[src/rtl/pipeline_hazard_ctrl_if.sv]
// Pipeline hazard controller bus: hazard-relevant fields from ID/EX/MEM
// flowing in, and the per-stage write/flush controls flowing back out.
interface pipeline_hazard_ctrl_if #(
  parameter int REG_AW = 3,
  parameter int CNT_W  = 16
);
  logic [REG_AW-1:0] id_rs1;
  logic [REG_AW-1:0] id_rs2;
  logic              id_use_rs1;
  logic              id_use_rs2;
  logic              ex_mem_read;
  logic [REG_AW-1:0] ex_rd;
  logic              ex_branch_taken;
  logic              ex_mc_start;
  logic              mem_busy;
  logic              pc_write;
  logic              IF_IDwrite;
  logic              if_id_flush;
  logic              id_ex_write;
  logic              id_ex_bubble;
  logic              ex_mem_bubble;
  logic [CNT_W-1:0]  stall_cycles;

  // Core datapath side: supplies pipeline status, consumes controls.
  modport master (
    output id_rs1, id_rs2, id_use_rs1, id_use_rs2,
    output ex_mem_read, ex_rd, ex_branch_taken, ex_mc_start, mem_busy,
    input  pc_write, IF_IDwrite, if_id_flush, id_ex_write,
    input  id_ex_bubble, ex_mem_bubble, stall_cycles
  );

  // Controller side.
  modport slave (
    input  id_rs1, id_rs2, id_use_rs1, id_use_rs2,
    input  ex_mem_read, ex_rd, ex_branch_taken, ex_mc_start, mem_busy,
    output pc_write, IF_IDwrite, if_id_flush, id_ex_write,
    output id_ex_bubble, ex_mem_bubble, stall_cycles
  );
endinterface

[src/rtl/pipeline_hazard_ctrl.sv]
// Central pipeline sequencer: decides every cycle whether the 5-stage pipe
// advances, stalls, freezes or flushes. Controls are combinational so they
// act in the cycle the hazard is seen; only state and the stall counter
// are registered.
module pipeline_hazard_ctrl #(
  parameter int REG_AW = 3,
  parameter int MC_LAT = 4,
  parameter int CNT_W  = 16
) (
  input logic                  clk,
  input logic                  rst,
  pipeline_hazard_ctrl_if.slave bus
);
  localparam int MC_W = $clog2(MC_LAT);
  localparam logic [MC_W-1:0]   MC_LOAD = MC_W'(MC_LAT - 2);
  localparam logic [REG_AW-1:0] R_ZERO  = '0;

  typedef enum logic {RUN, MC_WAIT} state_t;

  state_t            state_reg, state_next;
  logic [MC_W-1:0]   mc_cnt_reg, mc_cnt_next;
  logic [CNT_W-1:0]  stall_reg;
  logic              load_use;
  logic              pc_write, if_id_write, id_ex_write;
  logic              if_id_flush, id_ex_bubble, ex_mem_bubble;

  // Load-use hazard: the loaded register is needed by ID next cycle.
  // r0 is hard-wired zero, so a load "into" r0 never creates a dependency.
  always_comb begin
    load_use = bus.ex_mem_read && (bus.ex_rd != R_ZERO) &&
               ((bus.id_use_rs1 && (bus.id_rs1 == bus.ex_rd)) ||
                (bus.id_use_rs2 && (bus.id_rs2 == bus.ex_rd)));
  end

  // State register, multi-cycle down-counter and saturating stall counter.
  always_ff @(posedge clk) begin
    if (rst) begin
      state_reg  <= RUN;
      mc_cnt_reg <= '0;
      stall_reg  <= '0;
    end else begin
      state_reg  <= state_next;
      mc_cnt_reg <= mc_cnt_next;
      if (!pc_write && (stall_reg != {CNT_W{1'b1}}))
        stall_reg <= stall_reg + CNT_W'(1);
    end
  end

  // Next state: a frozen pipe cannot launch a multi-cycle op nor retire one,
  // but the op's own latency keeps elapsing underneath the freeze.
  always_comb begin
    state_next  = state_reg;
    mc_cnt_next = mc_cnt_reg;
    case (state_reg)
      RUN: begin
        if (!bus.mem_busy && bus.ex_mc_start) begin
          state_next  = MC_WAIT;
          mc_cnt_next = MC_LOAD;
        end
      end
      MC_WAIT: begin
        if (mc_cnt_reg != '0)
          mc_cnt_next = mc_cnt_reg - MC_W'(1);
        else if (!bus.mem_busy)
          state_next = RUN;
      end
      default: begin
        state_next  = RUN;
        mc_cnt_next = '0;
      end
    endcase
  end

  // Pipeline controls in priority order: reset, freeze, multi-cycle,
  // branch flush, load-use. A taken branch squashes ID anyway, so it wins
  // over a load-use stall on the same instruction.
  always_comb begin
    pc_write      = 1'b1;
    if_id_write   = 1'b1;
    id_ex_write   = 1'b1;
    if_id_flush   = 1'b0;
    id_ex_bubble  = 1'b0;
    ex_mem_bubble = 1'b0;
    if (rst) begin
      pc_write      = 1'b0;
      if_id_write   = 1'b0;
      id_ex_write   = 1'b0;
      if_id_flush   = 1'b1;
      id_ex_bubble  = 1'b1;
      ex_mem_bubble = 1'b1;
    end else if (bus.mem_busy) begin
      pc_write    = 1'b0;
      if_id_write = 1'b0;
      id_ex_write = 1'b0;
    end else if ((state_reg == MC_WAIT && mc_cnt_reg != '0) ||
                 (state_reg == RUN && bus.ex_mc_start)) begin
      pc_write      = 1'b0;
      if_id_write   = 1'b0;
      id_ex_write   = 1'b0;
      ex_mem_bubble = 1'b1;
    end else if (state_reg == RUN && bus.ex_branch_taken) begin
      if_id_flush  = 1'b1;
      id_ex_bubble = 1'b1;
    end else if (state_reg == RUN && load_use) begin
      pc_write     = 1'b0;
      if_id_write  = 1'b0;
      id_ex_bubble = 1'b1;
    end
  end

  // Drive the bus from the local control terms.
  always_comb begin
    bus.pc_write      = pc_write;
    bus.IF_IDwrite    = if_id_write;
    bus.id_ex_write   = id_ex_write;
    bus.if_id_flush   = if_id_flush;
    bus.id_ex_bubble  = id_ex_bubble;
    bus.ex_mem_bubble = ex_mem_bubble;
    bus.stall_cycles  = stall_reg;
  end
endmodule
[src/flat_wrapper.sv]
// flat-port wrapper written by rule: the top's interface ports become plain ports
module pipeline_hazard_ctrl_flat 
#(
  parameter int REG_AW = 3,
  parameter int MC_LAT = 4,
  parameter int CNT_W  = 16
)
  (clk, rst, bus_id_rs1, bus_id_rs2, bus_id_use_rs1, bus_id_use_rs2, bus_ex_mem_read, bus_ex_rd, bus_ex_branch_taken, bus_ex_mc_start, bus_mem_busy, bus_pc_write, bus_IF_IDwrite, bus_if_id_flush, bus_id_ex_write, bus_id_ex_bubble, bus_ex_mem_bubble, bus_stall_cycles);
  pipeline_hazard_ctrl_if #(.REG_AW(REG_AW), .CNT_W(CNT_W)) bus_i ();
  input logic clk;
  input logic rst;
  input wire logic [$bits(bus_i.id_rs1)-1:0] bus_id_rs1;
  input wire logic [$bits(bus_i.id_rs2)-1:0] bus_id_rs2;
  input wire logic [$bits(bus_i.id_use_rs1)-1:0] bus_id_use_rs1;
  input wire logic [$bits(bus_i.id_use_rs2)-1:0] bus_id_use_rs2;
  input wire logic [$bits(bus_i.ex_mem_read)-1:0] bus_ex_mem_read;
  input wire logic [$bits(bus_i.ex_rd)-1:0] bus_ex_rd;
  input wire logic [$bits(bus_i.ex_branch_taken)-1:0] bus_ex_branch_taken;
  input wire logic [$bits(bus_i.ex_mc_start)-1:0] bus_ex_mc_start;
  input wire logic [$bits(bus_i.mem_busy)-1:0] bus_mem_busy;
  output wire logic [$bits(bus_i.pc_write)-1:0] bus_pc_write;
  output wire logic [$bits(bus_i.IF_IDwrite)-1:0] bus_IF_IDwrite;
  output wire logic [$bits(bus_i.if_id_flush)-1:0] bus_if_id_flush;
  output wire logic [$bits(bus_i.id_ex_write)-1:0] bus_id_ex_write;
  output wire logic [$bits(bus_i.id_ex_bubble)-1:0] bus_id_ex_bubble;
  output wire logic [$bits(bus_i.ex_mem_bubble)-1:0] bus_ex_mem_bubble;
  output wire logic [$bits(bus_i.stall_cycles)-1:0] bus_stall_cycles;
  assign bus_i.id_rs1 = bus_id_rs1;
  assign bus_i.id_rs2 = bus_id_rs2;
  assign bus_i.id_use_rs1 = bus_id_use_rs1;
  assign bus_i.id_use_rs2 = bus_id_use_rs2;
  assign bus_i.ex_mem_read = bus_ex_mem_read;
  assign bus_i.ex_rd = bus_ex_rd;
  assign bus_i.ex_branch_taken = bus_ex_branch_taken;
  assign bus_i.ex_mc_start = bus_ex_mc_start;
  assign bus_i.mem_busy = bus_mem_busy;
  assign bus_pc_write = bus_i.pc_write;
  assign bus_IF_IDwrite = bus_i.IF_IDwrite;
  assign bus_if_id_flush = bus_i.if_id_flush;
  assign bus_id_ex_write = bus_i.id_ex_write;
  assign bus_id_ex_bubble = bus_i.id_ex_bubble;
  assign bus_ex_mem_bubble = bus_i.ex_mem_bubble;
  assign bus_stall_cycles = bus_i.stall_cycles;
  pipeline_hazard_ctrl #(.REG_AW(REG_AW), .MC_LAT(MC_LAT), .CNT_W(CNT_W)) u_core (.clk(clk), .rst(rst), .bus(bus_i));
endmodule
[config.mk]
export PLATFORM = sky130hd
export DESIGN_NAME = pipeline_hazard_ctrl_flat
export DESIGN_NICKNAME = d
export VERILOG_FILES = /design/src/rtl/pipeline_hazard_ctrl_if.sv /design/src/rtl/pipeline_hazard_ctrl.sv /design/src/flat_wrapper.sv
export SDC_FILE = /design/constraint.sdc
export NUM_CORES = 1
export LEC_CHECK = 0
export CORE_MARGIN = 3
export CORE_UTILIZATION = 35
export DETAILED_ROUTE_END_ITERATION = 8
export PLACE_DENSITY = 0.74
export SKIP_LAST_GASP = 1
export SLEW_MARGIN = 20
export SYNTH_ARGS = -nofsm -noshare
export SYNTH_HDL_FRONTEND = slang
export SYNTH_SLANG_ARGS = --single-unit
[constraint.sdc]
create_clock -name clk -period 7.1 [get_ports clk]
set_clock_uncertainty 0.15 [all_clocks]
set_input_delay 1.42 -clock clk [delete_from_list [all_inputs] [get_ports clk]]
set_output_delay 1.42 -clock clk [all_outputs]
set_load 0.02 [all_outputs]
==> results.yml, run 1 <==
yosys:
  yosys.area.top_type: "dfxtp_1"
  syn_inst: 131
  synth_warnings: 0
  synth_cell_types: 40
  ys_ff_latch: 19
  synth_area_um2: 1130
  syn_nets: 150
  yosysTopAreaCellShare_pct: 33.6
  ys.flop_type: "dfxtp_1"
  syn_area_per_cell_um2: 8.63
  synth_edf_count: 0
  async_reset_ff_share_pct: 0
  synth.most_common_cell: "dfxtp_1"
  synth_seq_area_share_pct: 33.6
  synth_commonest_cells: "dfxtp_1, nor2_1, inv_1, o21ai_0, xnor2_1"
  yosys-top-cells-area: "dfxtp_1, xnor2_1, nor2_1, nor4_2, mux2_4"
drt:
  first_iter_violations: 20
  wire_per_inst_um: 12.7
  vias_per_cell: 5.11
  drt_first_pass_iters: 4
  drc: 0
  routed_wl_um: 2710
  drtAntennaViolNets: 0
  via_count: 1088
timing:
  maxSlewViolCount: 0
  period_share_pct: 72.2
  tightest_slew_ps: 679
  fin_tns_setup_ps: 0
  setup_viol: 0
  fmaxAchievable_ghz: 0.195
  hold_slack_ps: 367
  relSlewSlack_pct: 54.0
  hold_viol_final: 0
  finalCriticalPeriod_ps: 5130
  grt_setup_unrepaired: "no"
cts:
  cts_tree: "yes"
  clk_latency_ps: 290
  clock-sinks: 19
  numCtsBuffers: 3
  ctsResizeCount: 0
  cts_setup_buffers: 0
  clockBufferDepth: 2
  clkSlewWorstSetupHoldPaths_ps: 110
  h-tree-depth: 1
  cts-root-buf: "clkbuf_4"
  cts-hold-fix-buffers: 0
pwr:
  power_leakage_nw: 0.520
  p_per_area_nw_per_um2: 138
  finalPower_w: 0.000217
  vdd.ir_drop.worst_v: 0.000137
finish:
  drive_above_1_share_pct: 10.7
  largest_reg_flops: 16
  multiInputGateArea_um2: 689
  nets: 189
  utilization_pct: 51.0
  area_growth_pct: 38.7
  diodes: 0
  regArea_um2: 380
  nFillCells: 306
  final_area_um2: 1570
hold_path:
  worstHoldPathCells: 2
  hold_path_class: "reg -> reg"
critical_path:
  r2r-start: "u_core.bus.stall_cycles[7]"
  arrival_ps: 3560
  critPathLaunch: "bus_ex_rd[1]"
  critical_path_required_ps: 5530
  critPathLaunchType: "input port"
  worstSetupPathType: "in -> out"
  r2r_setup_slack_ps: 4540
  critPathCapture: "bus_pc_write"
  r2r_cells: 6
  endpoint_kind: "primary output"
  reg2reg_to: "u_core.bus.stall_cycles[15]"
  worstPathMaxFanout: 3
placement:
  place_hpwl_um: 2110
  gp_congestion: 0.801
  placed_cell_area_um2: 1540
  io_buffer_count: 38
floorplan:
  io_pins: 39
  num_rows: 20
  die_y_um: 62.8
  dieArea_um2: 3950
  start_util_pct: 36.7
  die_w_um: 62.8
  core_um2: 3080
grt:
  antenna_found_initial: 0
  grt_pass1_vias: 1081
  grt_max_degree: 26
  grt-ovfl-total: 0
  grt_pass1_wl_um: 4810
  globalRouteTotalUtil_pct: 14.5
flow_run:
  drv_cap: 0
outcome:
  status: "completed"
[cell type report]
class                   instances  area share, %
clock buffers                   4           1.67
flip-flops and latches         19           24.2
inverters                       8           1.91
repair buffers                 39           24.7
well taps                      44           3.51
multi-input cells              99           43.9
[cell families after synthesis]
| kind of cell | count (synthesis) | share of synthesized area [%] |
|---|---|---|
| xor+xnor | 11 | 8.52 |
| simple gates | 57 | 29.1 |
| fa+ha+maj | 2 | 2.21 |
| compound gates | 25 | 16.3 |
| buf+inv | 13 | 5.42 |
| flops | 19 | 33.6 |
| mux | 4 | 4.87 |
[report_power, final]
| group | internal, W | total [W] | switching [W] |
|---|---|---|---|
| Clock | 0.0000218 | 0.0000555 | 0.0000337 |
| Sequential | 0.000110 | 0.000113 | 0.00000312 |
| Combinational | 0.0000249 | 0.0000486 | 0.0000237 |
[routing by layer]
layer / up-vias / track usage [%] / wire (um)
met4: 0 / 2.48 / 9
li1: 546 / - / -
met2: 38 / 24.8 / 1320
met3: 2 / 4.50 / 160
met1: 502 / 18.0 / 1230
met5: - / 0 / 0
[stage by stage]
stage,instances,setup WS [ps]
finish,213,1970
global route,213,1830
global placement,209,2030
detailed placement,209,1970
floorplan,131,2570
CTS,213,1960
[critical path, stage by stage]
cell and delay (ps):
clkdlybuf4s50_1 550, xnor2_1 140, nand4_1 180, and2_2 250, o31ai_1 360, inv_1 100
clkdlybuf4s50_1 550
[cell usage in the layout, fill, tap and decap left out, types with 2 or more instances in the layout]
| cell type | netlist | routed |
|---|---|---|
| nor3_1 | 5 | 5 |
| nand3_1 | 5 | 5 |
| clkdlybuf4s50_1 | 0 | 38 |
| inv_1 | 8 | 8 |
| o21ai_0 | 7 | 7 |
| nand4_1 | 4 | 4 |
| xnor2_1 | 7 | 7 |
| dfxtp_1 | 19 | 19 |
| o31ai_1 | 2 | 2 |
| xor2_1 | 4 | 4 |
| mux2_4 | 3 | 3 |
| nor2b_1 | 6 | 6 |
| a21oi_1 | 6 | 6 |
| clkbuf_4 | 0 | 3 |
| nor2_1 | 15 | 15 |
| or3_1 | 3 | 3 |
| a211oi_1 | 2 | 2 |
| or4_1 | 2 | 2 |
| nor4_2 | 4 | 4 |
| ha_1 | 2 | 2 |
| nand2_1 | 6 | 6 |
[how the worst min path moves through the flow]
stage,start,end,slack [ps]
global route,u_core.bus.stall_cycles[9],u_core.bus.stall_cycles[9],390
finish,u_core.bus.stall_cycles[9],u_core.bus.stall_cycles[9],370
CTS,u_core.bus.stall_cycles[9],u_core.bus.stall_cycles[9],370
floorplan,u_core.state_reg,u_core.state_reg,330
global placement,u_core.bus.stall_cycles[9],u_core.bus.stall_cycles[9],340
detailed placement,u_core.bus.stall_cycles[9],u_core.bus.stall_cycles[9],350
No activity file was read; power rests on OpenSTA's default activity.
==> run 2, diff against run 1 <==
--- a/config.mk
+++ b/config.mk
@@ -8,7 +8,7 @@
 export CORE_MARGIN = 3
 export CORE_UTILIZATION = 35
 export DETAILED_ROUTE_END_ITERATION = 8
-export PLACE_DENSITY = 0.74
+export PLACE_DENSITY = 0.77
 export SKIP_LAST_GASP = 1
 export SLEW_MARGIN = 20
 export SYNTH_ARGS = -nofsm -noshare
==> constraint.sdc (replaced) <==
create_clock -name clk -period 4.4 [get_ports clk]
set_clock_uncertainty 0.15 [all_clocks]
set_input_delay 0.88 -clock clk [delete_from_list [all_inputs] [get_ports clk]]
set_output_delay 0.88 -clock clk [all_outputs]
set_load 0.02 [all_outputs]
==> run 2 against run 1 <==
Global-route usage up 0.37 points; clock power up 61%; core utilization up 0.24 points; register-to-register slack worse by 2700 ps; cell area up 0.48%; non-clock buffer count up 1; first-iteration DRC count up 5.0%; critical endpoint is now bus_IF_IDwrite; largest cell class unchanged; highest routed layer unchanged.
==> results.yml, run 2 (same netlist as run 1, synthesis figures left out) <==
pwr:
  p_int_w: 0.000254
  p_switching_w: 0.0000980
  vdd.ir_drop.worst_v: 0.000180
  power_leakage_nw: 0.525
  p_comb_share_pct: 22.7
  seq_power_share_pct: 51.9
  p_clk_share_pct: 25.4
  p_per_area_nw_per_um2: 223
  finalPower_w: 0.000352
  swShare_pct: 27.9
critical_path:
  path_buf_inv: 3
  endpoint_kind: "primary output"
  cpLargestDelayFamily: "buffers and inverters"
  critical_path_required_ps: 3370
  slowest_stage: "clkdlybuf4s50_1"
  worst_path_most_repeated_cell: "clkdlybuf4s50_1"
  worstPathMaxFanout: 3
  critPathLaunchType: "input port"
  worstSetupPathType: "in -> out"
  slowest_delay_ps: 550
  crit_chain: "clkdlybuf4s50_1 > xnor2_1 > nand4_1 > and2_2 > o31ai_1 > inv_1 > clkdlybuf4s50_1"
  arrival_ps: 3000
cts:
  cts_tree: "yes"
  clk_latency_ps: 300
  clockBufferDepth: 2
  cts-root-buf: "clkbuf_4"
  clkSlewWorstSetupHoldPaths_ps: 100
  h-tree-depth: 1
  cts_setup_buffers: 0
  clock-sinks: 19
  cts-hold-fix-buffers: 0
  numCtsBuffers: 3
  ctsResizeCount: 0
placement:
  pre_cts_ws_ps: 357
  placed_cell_area_um2: 1550
  place_hpwl_um: 2110
  dp.cells: 210
  io_buffer_count: 38
  gp_congestion: 0.800
timing:
  setup_viol: 0
  maxSlewViolCount: 0
  fin_tns_setup_ps: 0
  relSlewSlack_pct: 58.3
  finalCriticalPeriod_ps: 4030
  hold_viol_final: 0
  tightest_slew_ps: 615
  setup_ws_ps: 367
  fmaxAchievable_ghz: 0.248
  grt_setup_unrepaired: "no"
  period_share_pct: 91.6
grt:
  antenna_found_initial: 0
  globalRouteTotalUtil_pct: 14.8
  grt-ovfl-total: 0
  grt_max_degree: 25
  grt_pass1_wl_um: 4730
  grt_pass1_vias: 1035
floorplan:
  dieArea_um2: 3950
  num_rows: 20
  die_y_um: 62.8
  core_um2: 3080
  io_pins: 39
  die_w_um: 62.8
  start_util_pct: 36.7
finish:
  area_growth_pct: 39.4
  final-instance-count-excl-fill: 214
  nFillCells: 299
  nets: 190
  drive_above_1_share_pct: 11.2
  final_area_um2: 1580
  diodes: 0
  final_common_cell: "clkdlybuf4s50_1"
  largest_reg_flops: 16
  mostFrequentLayoutCells: "clkdlybuf4s50_1, dfxtp_1, nor2_1"
drt:
  routed_wl_um: 2750
  first_iter_violations: 21
  via_count: 1075
  wire_per_inst_um: 12.9
  drt_first_pass_iters: 4
  drtAntennaViolNets: 0
  drc: 0
  vias_per_cell: 5.02
outcome:
  status: "completed"
flow_run:
  drv_cap: 0
hold_path:
  hold_path_class: "reg -> reg"
-- run 2: power by group through the flow --
stage                     registers (W)  clock network, W  logic (W)
after global placement         0.000186                 0  0.0000770
after floorplan                0.000190                 0  0.0000388
after CTS                      0.000183         0.0000923  0.0000809
after global routing           0.000183          0.000101  0.0000876
final                          0.000183         0.0000894  0.0000798
after detailed placement       0.000186                 0  0.0000803
-- run 2: through the flow --
step	hold WS, ps	utilization, %
after floorplan	334	-
after global placement	354	50.4
after detailed placement	358	50.4
after CTS	379	51.2
after global routing	435	51.2
final	381	51.2
-- run 2: layer usage --
metal / global-route usage, % / wire (um) / vias to the layer above
met4: 4.13 / 35 / 0
met2: 24.2 / 1280 / 35
met3: 5.40 / 188 / 4
li1: - / - / 550
met1: 18.3 / 1250 / 486
met5: 0 / 0 / -
-- run 2: worst paths after layout --
| check | startpoint | endpoint | slack, ps | cells past startpoint |
|---|---|---|---|---|
| worst max-delay path | bus_ex_rd[2] | bus_IF_IDwrite | 370 | 7 |
| worst min-delay path | u_core.bus.stall_cycles[9] | u_core.bus.stall_cycles[9] | 380 | 2 |
| worst min register to register | u_core.bus.stall_cycles[9] | u_core.bus.stall_cycles[9] | 380 | 2 |
| worst max register to register | u_core.mc_cnt_reg[0] | u_core.bus.stall_cycles[15] | 1810 | 9 |
-- run 2: worst register-to-register path: stages (launching register included) --
cell     delay, ps
dfxtp_1        320
inv_1           60
ha_1           200
nor2b_1        360
nor4_1         100
buf_4          160
nor2_1         310
nor2_2         200
nor4_2         320
mux2_4         320
-- run 2: cell type report --
class / count / area (um^2) / area share [%]
flip-flops and latches: 19 / 380 / 24.1
repair buffers: 40 / 395 / 25.1
multi-input cells: 99 / 689 / 43.7
clock buffers: 4 / 26.3 / 1.67
well taps: 44 / 55.1 / 3.49
inverters: 8 / 30.0 / 1.90
==> run 3, diff against run 2 <==
--- a/config.mk
+++ b/config.mk
@@ -8,6 +8,7 @@
 export CORE_MARGIN = 3
 export CORE_UTILIZATION = 35
 export DETAILED_ROUTE_END_ITERATION = 8
+export MAX_ROUTING_LAYER = met4
 export PLACE_DENSITY = 0.77
 export SKIP_LAST_GASP = 1
 export SLEW_MARGIN = 20
==> run 3 against run 2 <==
Total power barely moved; count of clock-buffer cells in the layout did not move; wire length did not move; core utilization did not move; global-route usage rose by 0.41 points; via count did not move; first-iteration DRC count did not move; non-clock buffer count did not move; die area did not move; largest power group unchanged.
==> results.yml, run 3 (same netlist as run 1, synthesis figures left out) <==
outcome:
  status: "completed"
timing:
  setup_viol: 0
  finalCriticalPeriod_ps: 4030
  tightest_slew_ps: 615
  relSlewSlack_pct: 58.3
  hold_viol_final: 0
  fmaxAchievable_ghz: 0.248
  period_share_pct: 91.6
  hold_slack_ps: 381
  grt_setup_unrepaired: "no"
  fin_tns_setup_ps: 0
  maxSlewViolCount: 0
critical_path:
  arrival_ps: 3000
  worstSetupPathType: "in -> out"
  r2r_cells: 9
  critPathLaunchType: "input port"
  worstPathMaxFanout: 3
  critical_path_required_ps: 3370
  endpoint_kind: "primary output"
drt:
  met3RoutedLength_um: 188
  drc: 0
  via_count: 1075
  vias_per_cell: 5.02
  drtAntennaViolNets: 0
  first_iter_violations: 21
  wire_per_inst_um: 12.9
  routed_wl_um: 2750
  drt_first_pass_iters: 4
  top_layer: "met4"
  wl_met2_um: 1280
  drt-met1-wl_um: 1250
finish:
  final-instance-count-excl-fill: 214
  final_common_cell: "clkdlybuf4s50_1"
  diodes: 0
  area_growth_pct: 39.4
  mostFrequentLayoutCells: "clkdlybuf4s50_1, dfxtp_1, nor2_1"
  drive_above_1_share_pct: 11.2
  largest_reg_flops: 16
  nets: 190
  nFillCells: 299
pwr:
  vdd.ir_drop.worst_v: 0.000180
  swShare_pct: 27.9
  p_switching_w: 0.0000980
  p_comb_share_pct: 22.7
  p_int_w: 0.000254
  p_per_area_nw_per_um2: 223
  power_leakage_nw: 0.525
  p_clk_share_pct: 25.4
  seq_power_share_pct: 51.9
placement:
  gp_congestion: 0.811
  dp.cells: 210
  place_hpwl_um: 2110
  io_buffer_count: 38
cts:
  cts-root-buf: "clkbuf_4"
  clk_latency_ps: 300
  clock-sinks: 19
  cts_tree: "yes"
  cts-hold-fix-buffers: 0
  cts_setup_buffers: 0
  clockBufferDepth: 2
  numCtsBuffers: 3
  ctsResizeCount: 0
  clkSlewWorstSetupHoldPaths_ps: 100
  h-tree-depth: 1
floorplan:
  num_rows: 20
  die_y_um: 62.8
  core_um2: 3080
  start_util_pct: 36.7
  io_pins: 39
  die_w_um: 62.8
  dieArea_um2: 3950
hold_path:
  hold_path_class: "reg -> reg"
  worstHoldPathCells: 2
grt:
  globalRouteTotalUtil_pct: 15.3
  grt_pass1_wl_um: 4730
  grt_pass1_vias: 1034
  grt_max_degree: 25
  grt-ovfl-total: 0
  antenna_found_initial: 0
flow_run:
  drv_cap: 0
## run 3: layout make-up
type                    instances  area [um^2]  area share, %
multi-input cells              99          689           43.7
repair buffers                 40          395           25.1
flip-flops and latches         19          380           24.1
well taps                      44         55.1           3.49
inverters                       8         30.0           1.90
clock buffers                   4         26.3           1.67
## run 3: final timing paths
check | startpoint | endpoint | slack, ps
setup / recovery | bus_ex_rd[2] | bus_IF_IDwrite | 370
hold / removal | u_core.bus.stall_cycles[9] | u_core.bus.stall_cycles[9] | 380
setup reg to reg | u_core.mc_cnt_reg[0] | u_core.bus.stall_cycles[15] | 1810
hold reg to reg | u_core.bus.stall_cycles[9] | u_core.bus.stall_cycles[9] | 380
## run 3: per-layer routing
layer  global-route usage [%]  vias to the layer above
met5                        -                        -
met4                     4.13                        0
met3                     5.40                        4
met2                     24.2                       35
met1                     18.3                      486
li1                         -                      550
## run 3: stage by stage
step	worst slack, ps	utilization [%]	total power [W]	instance area, um^2
after floorplan	951	-	0.000228	1130
after CTS	355	51.2	0.000356	1580
after global routing	200	51.2	0.000371	1580
after global placement	439	50.4	0.000263	1550
final	367	51.2	0.000352	1580
after detailed placement	357	50.4	0.000267	1550
## run 3: power groups by stage
stage | combinational [W] | clock (W) | sequential (W)
floorplan | 0.0000388 | 0 | 0.000190
global placement | 0.0000770 | 0 | 0.000186
detailed placement | 0.0000803 | 0 | 0.000186
CTS | 0.0000809 | 0.0000923 | 0.000183
global route | 0.0000876 | 0.000101 | 0.000183
finish | 0.0000798 | 0.0000894 | 0.000183
## run 3: worst max-delay path, cell delays in order
cell and delay, ps:
clkdlybuf4s50_1 540, xnor2_1 140, nand4_1 170, and2_2 250, o31ai_1 360, inv_1 100
clkdlybuf4s50_1 550
